File: src/rtl/aes_output_buffer_if.sv
// Handshake bundle between the AES pipeline, the output buffer and the word consumer.
// The master side is the buffer. It takes finished blocks in and drives the word stream out.
interface aes_output_buffer_if;
   logic         data_done;
   logic [127:0] data_output;
   logic         is_full;
   logic         word_valid;
   logic         word_ready;
   logic [31:0]  word_data;
   logic         block_last;

   modport master (
      input  data_done,
      input  data_output,
      input  word_ready,
      output is_full,
      output word_valid,
      output word_data,
      output block_last
   );

   modport slave (
      output data_done,
      output data_output,
      output word_ready,
      input  is_full,
      input  word_valid,
      input  word_data,
      input  block_last
   );
endinterface

File: src/rtl/aes_output_buffer.sv
// Circular buffer of 128-bit plaintext blocks, streamed out as four 32-bit words per block.
// is_full comes only from the block count, so the pipeline freeze has no combinational path from inputs.
module aes_output_buffer #(
   parameter int DEPTH = 4
) (
   input  logic                     clk,
   input  logic                     n_rst,
   input  logic                     clear,
   aes_output_buffer_if.master      bus,
   output logic [$clog2(DEPTH):0]   count
);

   localparam int PW = $clog2(DEPTH);
   localparam int CW = PW + 1;
   localparam logic [CW-1:0] FULL_CNT = CW'(DEPTH);

   logic [127:0]  mem [DEPTH];
   logic [PW-1:0] wr_ptr;
   logic [PW-1:0] rd_ptr;
   logic [1:0]    widx;
   logic [CW-1:0] cnt;

   logic full;
   logic valid;
   logic push;
   logic fire;
   logic pop;

   // Word 0 is the most significant quarter of the block.
   function automatic logic [31:0] select_word(input logic [127:0] blk, input logic [1:0] idx);
      case (idx)
         2'd0:    return blk[127:96];
         2'd1:    return blk[95:64];
         2'd2:    return blk[63:32];
         default: return blk[31:0];
      endcase
   endfunction

   assign full  = (cnt == FULL_CNT);
   assign valid = (cnt != '0);
   assign push  = bus.data_done && !full;
   assign fire  = valid && bus.word_ready;
   assign pop   = fire && (widx == 2'd3);

   // Clear takes the same path as reset, so a push or pop in that cycle is discarded.
   always_ff @(posedge clk) begin
      if (!n_rst || clear) begin
         wr_ptr <= '0;
         rd_ptr <= '0;
         widx   <= '0;
         cnt    <= '0;
      end else begin
         if (push)
            wr_ptr <= wr_ptr + 1'b1;
         if (fire)
            widx <= widx + 1'b1;
         if (pop)
            rd_ptr <= rd_ptr + 1'b1;
         case ({push, pop})
            2'b10:   cnt <= cnt + 1'b1;
            2'b01:   cnt <= cnt - 1'b1;
            default: cnt <= cnt;
         endcase
      end
   end

   // Slot contents need no reset. A write into a slot that is not counted is harmless.
   always_ff @(posedge clk) begin
      if (push)
         mem[wr_ptr] <= bus.data_output;
   end

   assign bus.is_full    = full;
   assign bus.word_valid = valid;
   assign bus.word_data  = valid ? select_word(mem[rd_ptr], widx) : 32'h0;
   assign bus.block_last = valid && (widx == 2'd3);
   assign count          = cnt;

endmodule

File: src/flat_wrapper.sv
// flat-port wrapper written by rule: the top's interface ports become plain ports
module aes_output_buffer_flat 
#(
   parameter int DEPTH = 4
)
  (clk, n_rst, clear, count, bus_data_done, bus_data_output, bus_word_ready, bus_is_full, bus_word_valid, bus_word_data, bus_block_last);
  aes_output_buffer_if bus_i ();
  input  logic clk;
  input  logic n_rst;
  input  logic clear;
  output logic [$clog2(DEPTH):0] count;
  input wire logic [$bits(bus_i.data_done)-1:0] bus_data_done;
  input wire logic [$bits(bus_i.data_output)-1:0] bus_data_output;
  input wire logic [$bits(bus_i.word_ready)-1:0] bus_word_ready;
  output wire logic [$bits(bus_i.is_full)-1:0] bus_is_full;
  output wire logic [$bits(bus_i.word_valid)-1:0] bus_word_valid;
  output wire logic [$bits(bus_i.word_data)-1:0] bus_word_data;
  output wire logic [$bits(bus_i.block_last)-1:0] bus_block_last;
  assign bus_i.data_done = bus_data_done;
  assign bus_i.data_output = bus_data_output;
  assign bus_i.word_ready = bus_word_ready;
  assign bus_is_full = bus_i.is_full;
  assign bus_word_valid = bus_i.word_valid;
  assign bus_word_data = bus_i.word_data;
  assign bus_block_last = bus_i.block_last;
  aes_output_buffer #(.DEPTH(DEPTH)) u_core (.clk(clk), .n_rst(n_rst), .clear(clear), .bus(bus_i), .count(count));
endmodule
File: config.mk
export PLATFORM = sky130hd
export DESIGN_NAME = aes_output_buffer_flat
export DESIGN_NICKNAME = d
export VERILOG_FILES = /design/src/rtl/aes_output_buffer_if.sv /design/src/rtl/aes_output_buffer.sv /design/src/flat_wrapper.sv
export SDC_FILE = /design/constraint.sdc
export NUM_CORES = 1
export LEC_CHECK = 0
export ABC_AREA = 1
export ABC_CLOCK_PERIOD_IN_PS = 16200
export CORE_AREA = 4 4 256 258
export DETAILED_ROUTE_END_ITERATION = 7
export DIE_AREA = 0 0 260 262
export GPL_TIMING_DRIVEN = 0
export PLACE_DENSITY = 0.56
export SYNTH_ARGS = -nofsm -noshare
export SYNTH_HDL_FRONTEND = slang
export SYNTH_SLANG_ARGS = --single-unit
File: constraint.sdc
create_clock -name clk -period 16.2 [get_ports clk]
set_clock_uncertainty 0.1 [all_clocks]
set_input_delay 2.43 -clock clk [delete_from_list [all_inputs] [get_ports clk]]
set_output_delay 2.43 -clock clk [all_outputs]
set_load 0.02 [all_outputs]
After elaboration in Yosys (flattened, before gate mapping)
Memory sizes are Yosys's and may differ from the RTL's. A register that Yosys moved wholly into a read port is not among the register bits.
Index checks and enable logic that the tools add are counted.
{ "word_totals": {"out_inout_bits": 38, "ramBits": 512, "reg_bits": 9, "memories": 1, "wordCells": 33, "input_bits": 133} }
{ "op_classes": {"n_eq_ne": 6, "addsub": 5, "n_reduce_logical": 10, "mux": 7} }
{ "mem_list": {"columns": ["memory", "depth", "width", "rd", "rd_ports_with_merged_regs", "wr", "line_no", "rtl"], "rows": [
  ["u_core.mem", 4, 128, 1, 1, 1, "aes_output_buffer.sv:17", "logic [127:0] mem [DEPTH];"]
]} }
{ "ops": {"columns": ["operator", "count"], "rows": [
  ["32-bit case mux with 3 select lines", 1],
  ["32-bit 2-to-1 mux", 1],
  ["2-bit by 1-bit adder with 2-bit output (second input constant)", 3],
  ["2-bit == test (second input constant)", 3],
  ["3-bit case mux with 2 select lines", 1],
  ["2-bit by 1-bit == test with 1-bit output (second input constant)", 2],
  ["1-bit logical AND", 4],
  ["2-bit 2-to-1 mux", 2],
  ["3-bit by 1-bit adder with 3-bit output (second input constant)", 1],
  ["3-bit == test (second input constant)", 1],
  ["3-bit nonzero test", 1],
  ["3-bit by 1-bit subtractor with 3-bit output (second input constant)", 1],
  ["1-bit logical NOT", 2],
  ["2-bit logical NOT", 1],
  ["1-bit 2-to-1 mux", 2],
  ["2-bit nonzero test", 1],
  ["1-bit logical OR", 1]
]} }

Logic depth before layout (Yosys ltp)
Gate-level depths: netlist (run 1).
{ "logic_depth": {"depth_word": 5, "ltp_mapped": 12, "mapped_depth_nobuf": 12} }

Worst setup path after synthesis (run 1)
Ideal clock, no wire load.
{ "synth_path": {"kind": "input port to flip-flop", "startpoint": "in bus_data_done", "endpoint": "mem u_core.mem[0][0] (enable)", "arrival_time_ns": 7.922, "path_buffers": 0, "t_required_ns": 15.483, "setup_time_ns": 0.617, "slack_ns": 7.561, "path_stages": 2, "cell_sequence": "nand2_1 -> nor2_1"} }
{ "synth_via": {"elab_chain_len": 3} }
{ "synth_lines": {"columns": ["item", "line_no", "rtl"], "rows": [
  ["start: declaration", "flat_wrapper.sv:12", "input wire logic [$bits(bus_i.data_done)-1:0] bus_data_done;"],
  ["1-bit logical AND", "aes_output_buffer.sv:41", "assign push = bus.data_done && !full;"],
  ["1-bit 2-to-1 mux", "aes_output_buffer.sv:69", "if (push)"],
  ["1-bit 2-to-1 mux (implied by the code)", "aes_output_buffer.sv:70", "mem[wr_ptr] <= bus.data_output;"],
  ["end: declaration", "aes_output_buffer.sv:17", null]
]} }
No other way between the ends.

==> qor.csv, run 1 <==
metric,value,unit
vias in the first global route,14890,
Startpoint Class,flop,
via count of the routed design,14929,
die span in x,260,microns
Synth top area share,69.77,%
DP Area,25330,sq um
wire per inst,19.71,microns
run status,"finished, final reports clean",
Cell Pwr Density,107.7,nW/um^2
Post-Syn Instances,2036,
CP top delay family,buffers and inverters,
dominant cell type by count on the critical path,nand2_1,
Hold Path Class,flop to flop,
Place WS,10.88,ns
fin crit share,36.37,%
Worst Path Buf+Inv,4,
CP Cell Sequence,"inv_1, buf_2, buf_1, nand3_1, nand2_1, nand2_1, nand2_1, nor2_1, nor2_1, clkdlybuf4s50_1",
hpwl dp,44090,microns
# Max-Cap Violations,0,
cell count after placement,3075,
Register-to-Register Path Depth,7,
post-DR vias/cell,4.693,
f_max,169.7,MHz
Num CTS Buffers,54,
Post-Route Setup TNS,0,ns
port bufs,170,
CTS resizes,0,
critical path depth,10,
DIE AREA,68120,sq um
fill count,5817,
Root Buffer,clkbuf_16,
Final Wtd Congestion,0.8063,
Max H-tree Level,2,
CTS tree,built,
initial core utilization,35.00,%
initial DRC count,1145,
"Setup Fix Bufs, Post-CTS",0,
Residual DRC,0,
Slew Limit Fails,0,
VDD IR max,0.08006,mV
clk_lat worst skew,0.60,ns
max incr delay on CP,0.66,ns
Rel. slew slack,48.52,%
"area leader, netlist",edfxtp_1,
num rows,92,
core region area,62970,sq um
Routed Antenna Nets,0,
pin slew with the least headroom to its limit,0.7722,ns
sequential share of the synthesized area,70.77,%
pin count of the biggest net entering global routing,27,
WL final,62690,microns
die height,262,microns
Final WS setup,10.31,ns
r2r startpoint,u_core.count[1],
Seq cells post-synth,523,
syn_area_per_cell,10.82,sq um
CP max-delay cell,clkdlybuf4s50_1,
"Arr. time, crit path",3.36,ns
global-route wire length before repair,92400,microns
Final Hold Fails,0,
Worst-path clk slew,0.07,ns
Finish-stage setup viols,0,
Ys Warns,0,
FF-to-FF End,u_core.mem[2][118],
Worst EP required,13.67,ns
critical path class,flop to output pin,
Yosys cell types,19,
static leakage,0.01075,uW
synthesized cell area,22040,sq um
Max Root-Sink Buffers,3,
crit path max fanout,10,
synth top area cells,"edfxtp_1 70%, nand2_1 9.9%, nand3_1 5.1%",
crit path time final,5.892,ns
Tot GR Track Use,18.21,%
Post-Layout Cell Count,3181,
grt ovf,0,
multi-input combinational cell area,4871,sq um
Pre-antenna DRT Iters,5,
crit path capture type,output pin,
final core occ,43.02,%
Syn Nets,2180,
nets,2429,
Critical Path Sink,bus_word_data[29],
initial antenna violation count,15,
final instance area,27080,sq um
RSZ-0062 raised after global routing,false,
share of cells above drive strength 1,6.532,%
Boundary Pins,171,
Layout area overhead,22.90,%
register area,15600,sq um
flop2flop setup slack,13.48,ns
clock sink count,523,
Post-CTS Hold Buffers,0,
## worst min path at each step
stage | start | end | slack, ns | cells past startpoint
after global routing | u_core.rd_ptr[0] | flop | 0.44 | 1
after global placement | u_core.rd_ptr[0] | u_core.rd_ptr[0] | 0.36 | 1
final | u_core.rd_ptr[0] | u_core.rd_ptr[0] | 0.41 | 1
after detailed placement | u_core.rd_ptr[0] | flop | 0.38 | 1
after CTS | u_core.rd_ptr[0] | flop | 0.41 | 1
after floorplan | u_core.rd_ptr[0] | flop | 0.35 | 1
## cell type report
type | count | area share, %
multi-input cells | 1136 | 17.98
well taps | 846 | 3.908
repair buffers | 193 | 8.121
clock buffers | 70 | 5.446
diodes | 8 | 0.07391
plain buffers | 102 | 2.102
flip-flops and latches | 523 | 57.58
clock inverters | 28 | 0.9747
inverters | 275 | 3.811
## per-layer routing
layer  vias to the layer above  track usage [%]  wire [microns]
met5                         -                0              72
met4                        12            7.690            2242
met3                       116            3.575            4435
met2                       457            30.03           29810
met1                      7136            23.65           26130
li1                       7208                -               -
## power breakdown
group | internal (uW) | total (uW) | switching (uW) | leakage, uW
clock network | 718 | 1220 | 505 | 0.000847
logic | 64.1 | 159 | 95.1 | 0.00511
registers | 1530 | 1530 | 7.93 | 0.00479
## logic make-up (layout without fill, tap and decap cells)
kind of cell / Yosys count / in the layout / synth area share, %
AND/OR/NAND/NOR: 977 / 977 / 17.92
flip-flops: 523 / 523 / 70.77
buffers and inverters: 377 / 668 / 7.267
AO/OA/AOI/OAI: 147 / 147 / 3.344
adder cells (fa/ha/maj): 11 / 11 / 0.6586
XOR/XNOR: 1 / 1 / 0.03975
other: 0 / 8 / 0
## cell usage in the layout, fill, tap and decap left out, drive strengths merged
cell type      count
edfxtp           512
clkinv            22
inv              275
nand3            226
clkdlybuf4s50    170
diode              8
clkbuf           103
o21ai            136
a31oi              1
dfxtp             11
fa                 1
buf               92
nor2             170
a21oi             10
ha                10
clkinvlp           1
xor2               1
nand2            581
bufinv             5
## synth_stat cells
library cell and number:
nand2_1 581, edfxtp_1 512, inv_1 274, nand3_1 226
nor2_1 170, o21ai_0 115, clkbuf_1 33, o21ai_1 21
buf_2 20, buf_4 19, buf_1 18, buf_6 12
dfxtp_1 11, a21oi_1 10, ha_1 10, a31oi_1 1
fa_1 1, inv_2 1, xor2_1 1
## flip-flops by register name (all words and copies together) (netlist names), named ones only
signal,flops
u_core.count,3
u_core.mem,512
u_core.rd_ptr,2
u_core.widx,2
u_core.wr_ptr,2
## metrics by stage
| stage | hold WS (ns) | total power, uW |
|---|---|---|
| finish | 0.4078 | 2917 |
| global route | 0.4351 | 3013 |
| CTS | 0.4050 | 2946 |
| detailed placement | 0.3824 | 1724 |
| global placement | 0.3643 | 1724 |
| floorplan | 0.3540 | 1629 |
Power figures use the tool's default switching activity.
==> inputs of run 2 (changes only) <==
--- a/config.mk
+++ b/config.mk
@@ -6,7 +6,7 @@
 export NUM_CORES = 1
 export LEC_CHECK = 0
 export ABC_AREA = 1
-export ABC_CLOCK_PERIOD_IN_PS = 16200
+export ABC_CLOCK_PERIOD_IN_PS = 6100
 export CORE_AREA = 4 4 256 258
 export DETAILED_ROUTE_END_ITERATION = 7
 export DIE_AREA = 0 0 260 262
==> constraint.sdc (replaced) <==
create_clock -name clk -period 6.1 [get_ports clk]
set_clock_uncertainty 0.1 [all_clocks]
set_input_delay 0.915 -clock clk [delete_from_list [all_inputs] [get_ports clk]]
set_output_delay 0.915 -clock clk [all_outputs]
set_load 0.02 [all_outputs]
==> results of run 2 <==
Same layout as run 1 (identical final DEF). Status: finished, final reports clean.
Among the figures that moved: setup slack after placement 10.88 ns -> 2.299 ns; setup slack after layout 10.31 ns -> 1.723 ns; register-to-register setup slack 13.48 ns -> 3.38 ns; total power 2917 uW -> 7746 uW; worst IR drop on VDD 0.08006 mV -> 0.2126 mV
==> inputs of run 3 (changes only) <==
--- a/config.mk
+++ b/config.mk
@@ -6,12 +6,12 @@
 export NUM_CORES = 1
 export LEC_CHECK = 0
 export ABC_AREA = 1
-export ABC_CLOCK_PERIOD_IN_PS = 6100
+export ABC_CLOCK_PERIOD_IN_PS = 3500
 export CORE_AREA = 4 4 256 258
 export DETAILED_ROUTE_END_ITERATION = 7
 export DIE_AREA = 0 0 260 262
 export GPL_TIMING_DRIVEN = 0
-export PLACE_DENSITY = 0.56
+export PLACE_DENSITY = 0.58
 export SYNTH_ARGS = -nofsm -noshare
 export SYNTH_HDL_FRONTEND = slang
 export SYNTH_SLANG_ARGS = --single-unit
==> constraint.sdc (replaced) <==
create_clock -name clk -period 3.5 [get_ports clk]
set_clock_uncertainty 0.1 [all_clocks]
set_input_delay 0.525 -clock clk [delete_from_list [all_inputs] [get_ports clk]]
set_output_delay 0.525 -clock clk [all_outputs]
set_load 0.02 [all_outputs]
==> run 3 against run 2 <==
Effect of this change:
- non-clock buffer count fell by 3
- register-to-register slack lost 2.8 ns
- wire length shrank 0.49%
- utilization increased by 0.062 points
- combinational power up 71%
- critical endpoint is now bus_word_data[30]
- largest cell class unchanged
==> qor.csv, run 3 (synthesized netlist as in run 1, its figures left out) <==
metric,value,unit
Final Hold Fails,0,
die span in x,260,microns
Hold Path Class,flop to flop,
run status,"finished, final reports clean",
initial antenna violation count,7,
Boundary Pins,171,
Finish-stage setup viols,0,
Residual DRC,0,
Cell Pwr Density,502.9,nW/um^2
hpwl dp,43280,microns
f_max,296.8,MHz
Worst-path clk slew,0.06,ns
Post-CTS Hold Buffers,0,
num rows,92,
Routed Antenna Nets,0,
vias in the first global route,14633,
static leakage,0.01097,uW
Post-Route Setup TNS,0,ns
DIE AREA,68120,sq um
WL final,62380,microns
Slew Limit Fails,0,
CP max-delay cell,dfxtp_2,
Pre-antenna DRT Iters,8,
pin slew with the least headroom to its limit,0.9954,ns
clk_lat worst skew,0.60,ns
Tot GR Track Use,18.07,%
DP Area,25240,sq um
register with the most flip-flops,u_core.mem,
crit path capture type,output pin,
CP Cell Sequence,"buf_4, inv_2, buf_8, buf_6, nand2_1, nand3_1, nand2_1, nand2_1, nand2_1, nor2_1, nor2_1, clkdlybuf4s15_1",
via count of the routed design,15034,
Num CTS Buffers,55,
nets,2427,
Root Buffer,clkbuf_16,
RSZ-0062 raised after global routing,false,
pin count of the biggest net entering global routing,28,
Max H-tree Level,2,
CTS tree,built,
max incr delay on CP,0.41,ns
VDD IR max,0.3270,mV
Startpoint Class,flop,
wire per inst,19.62,microns
initial DRC count,1375,
share of cells above drive strength 1,9.372,%
global-route wire length before repair,91760,microns
Layout area overhead,23.08,%
post-DR vias/cell,4.729,
die height,262,microns
port bufs,170,
grt ovf,0,
crit path max fanout,10,
Rel. slew slack,33.49,%
"Arr. time, crit path",2.74,ns
final instance area,27120,sq um
dominant cell type by count on the critical path,nand2_1,
Max Root-Sink Buffers,3,
Hold WS,0.3967,ns
Worst EP required,2.87,ns
CP top delay family,buffers and inverters,
core region area,62970,sq um
Worst Path Buf+Inv,5,
most common library cell in the layout ignoring fill and taps,nand2_1,
clock sink count,523,
# Max-Cap Violations,0,
most frequent cells in the layout,"580 x nand2_1, 512 x edfxtp_1, 274 x inv_1",
initial core utilization,35.00,%
fin crit share,96.26,%
Final Wtd Congestion,0.8081,
crit path time final,3.369,ns
Largest register FFs,512,
critical path class,flop to output pin,
## run 3: cell count changes in the layout (fill, tap and decap cells not counted), sizes merged
| cell | change |
|---|---|
| clkdlybuf4s50 | -32 |
| dlygate4sd2 | +16 |
| clkbuf | +9 |
| buf | -5 |
| clkinv | +4 |
| clkdlybuf4s15 | +3 |
| bufinv | +2 |
| clkinvlp | +2 |
| diode | -1 |
## run 3: final cells by class
class	count	area (sq um)
sequential	523	15600
timing repair buffer	190	2032
fill	5836	35840
tap	846	1059
clock inverter	36	346.6
multi-input combinational	1136	4949
inverter	275	1032
buffer	102	639.4
antenna	7	17.52
clock buffer	64	1453
## run 3: what timing repair did
item | 4_1_cts | 5_1_grt
hold endpoints to repair | 0 | 0
buffers inserted | 0 | 0
resized for setup | 92 | 41
setup endpoints to repair | 32 | 22
## run 3: path summary, 6_finish.rpt
path                    start                 to  slack (ns)  cells after the start
max                      flop  bus_word_data[30]        0.13                     12
min          u_core.rd_ptr[0]   u_core.rd_ptr[0]        0.40                      1
max reg2reg   u_core.count[1]  u_core.mem[2][32]        0.57                      8
min reg2reg  u_core.rd_ptr[0]   u_core.rd_ptr[0]        0.40                      1
## run 3: stage by stage
stage | utilization, % | setup WS (ns) | instances | total power (uW)
after floorplan | - | -1.285 | 2036 | 7527
after global placement | 39.40 | -4.659 | 3052 | 7943
after detailed placement | 40.09 | 0.06335 | 3072 | 7963
after CTS | 43.10 | 0.004138 | 3172 | 13750
after global routing | 43.06 | 0.0006521 | 3175 | 14080
final | 43.08 | 0.1310 | 3179 | 13640
## run 3: worst reg2reg max path: cells and delay by family, from the launching register on
kind          cells  cell delay, ns
flops             1            0.39
buf+inv           5            1.06
simple gates      3            1.05
## run 3: layer usage
layer	wire length [microns]	share of wire (%)	track usage, %
met1	26500	42	24.29
met2	29860	48	29.97
met3	4088	6.6	3.238
met4	1932	3.1	5.846
met5	7	0.011	0
## run 3: report_power, final
group / switching, uW / internal, uW / total [uW] / leakage, uW
combinational: 441 / 282 / 723 / 0.00529
clock: 2350 / 3460 / 5810 / 0.000881
sequential: 37.5 / 7070 / 7100 / 0.00479
total: 2830 / 10800 / 13600 / 0.0110
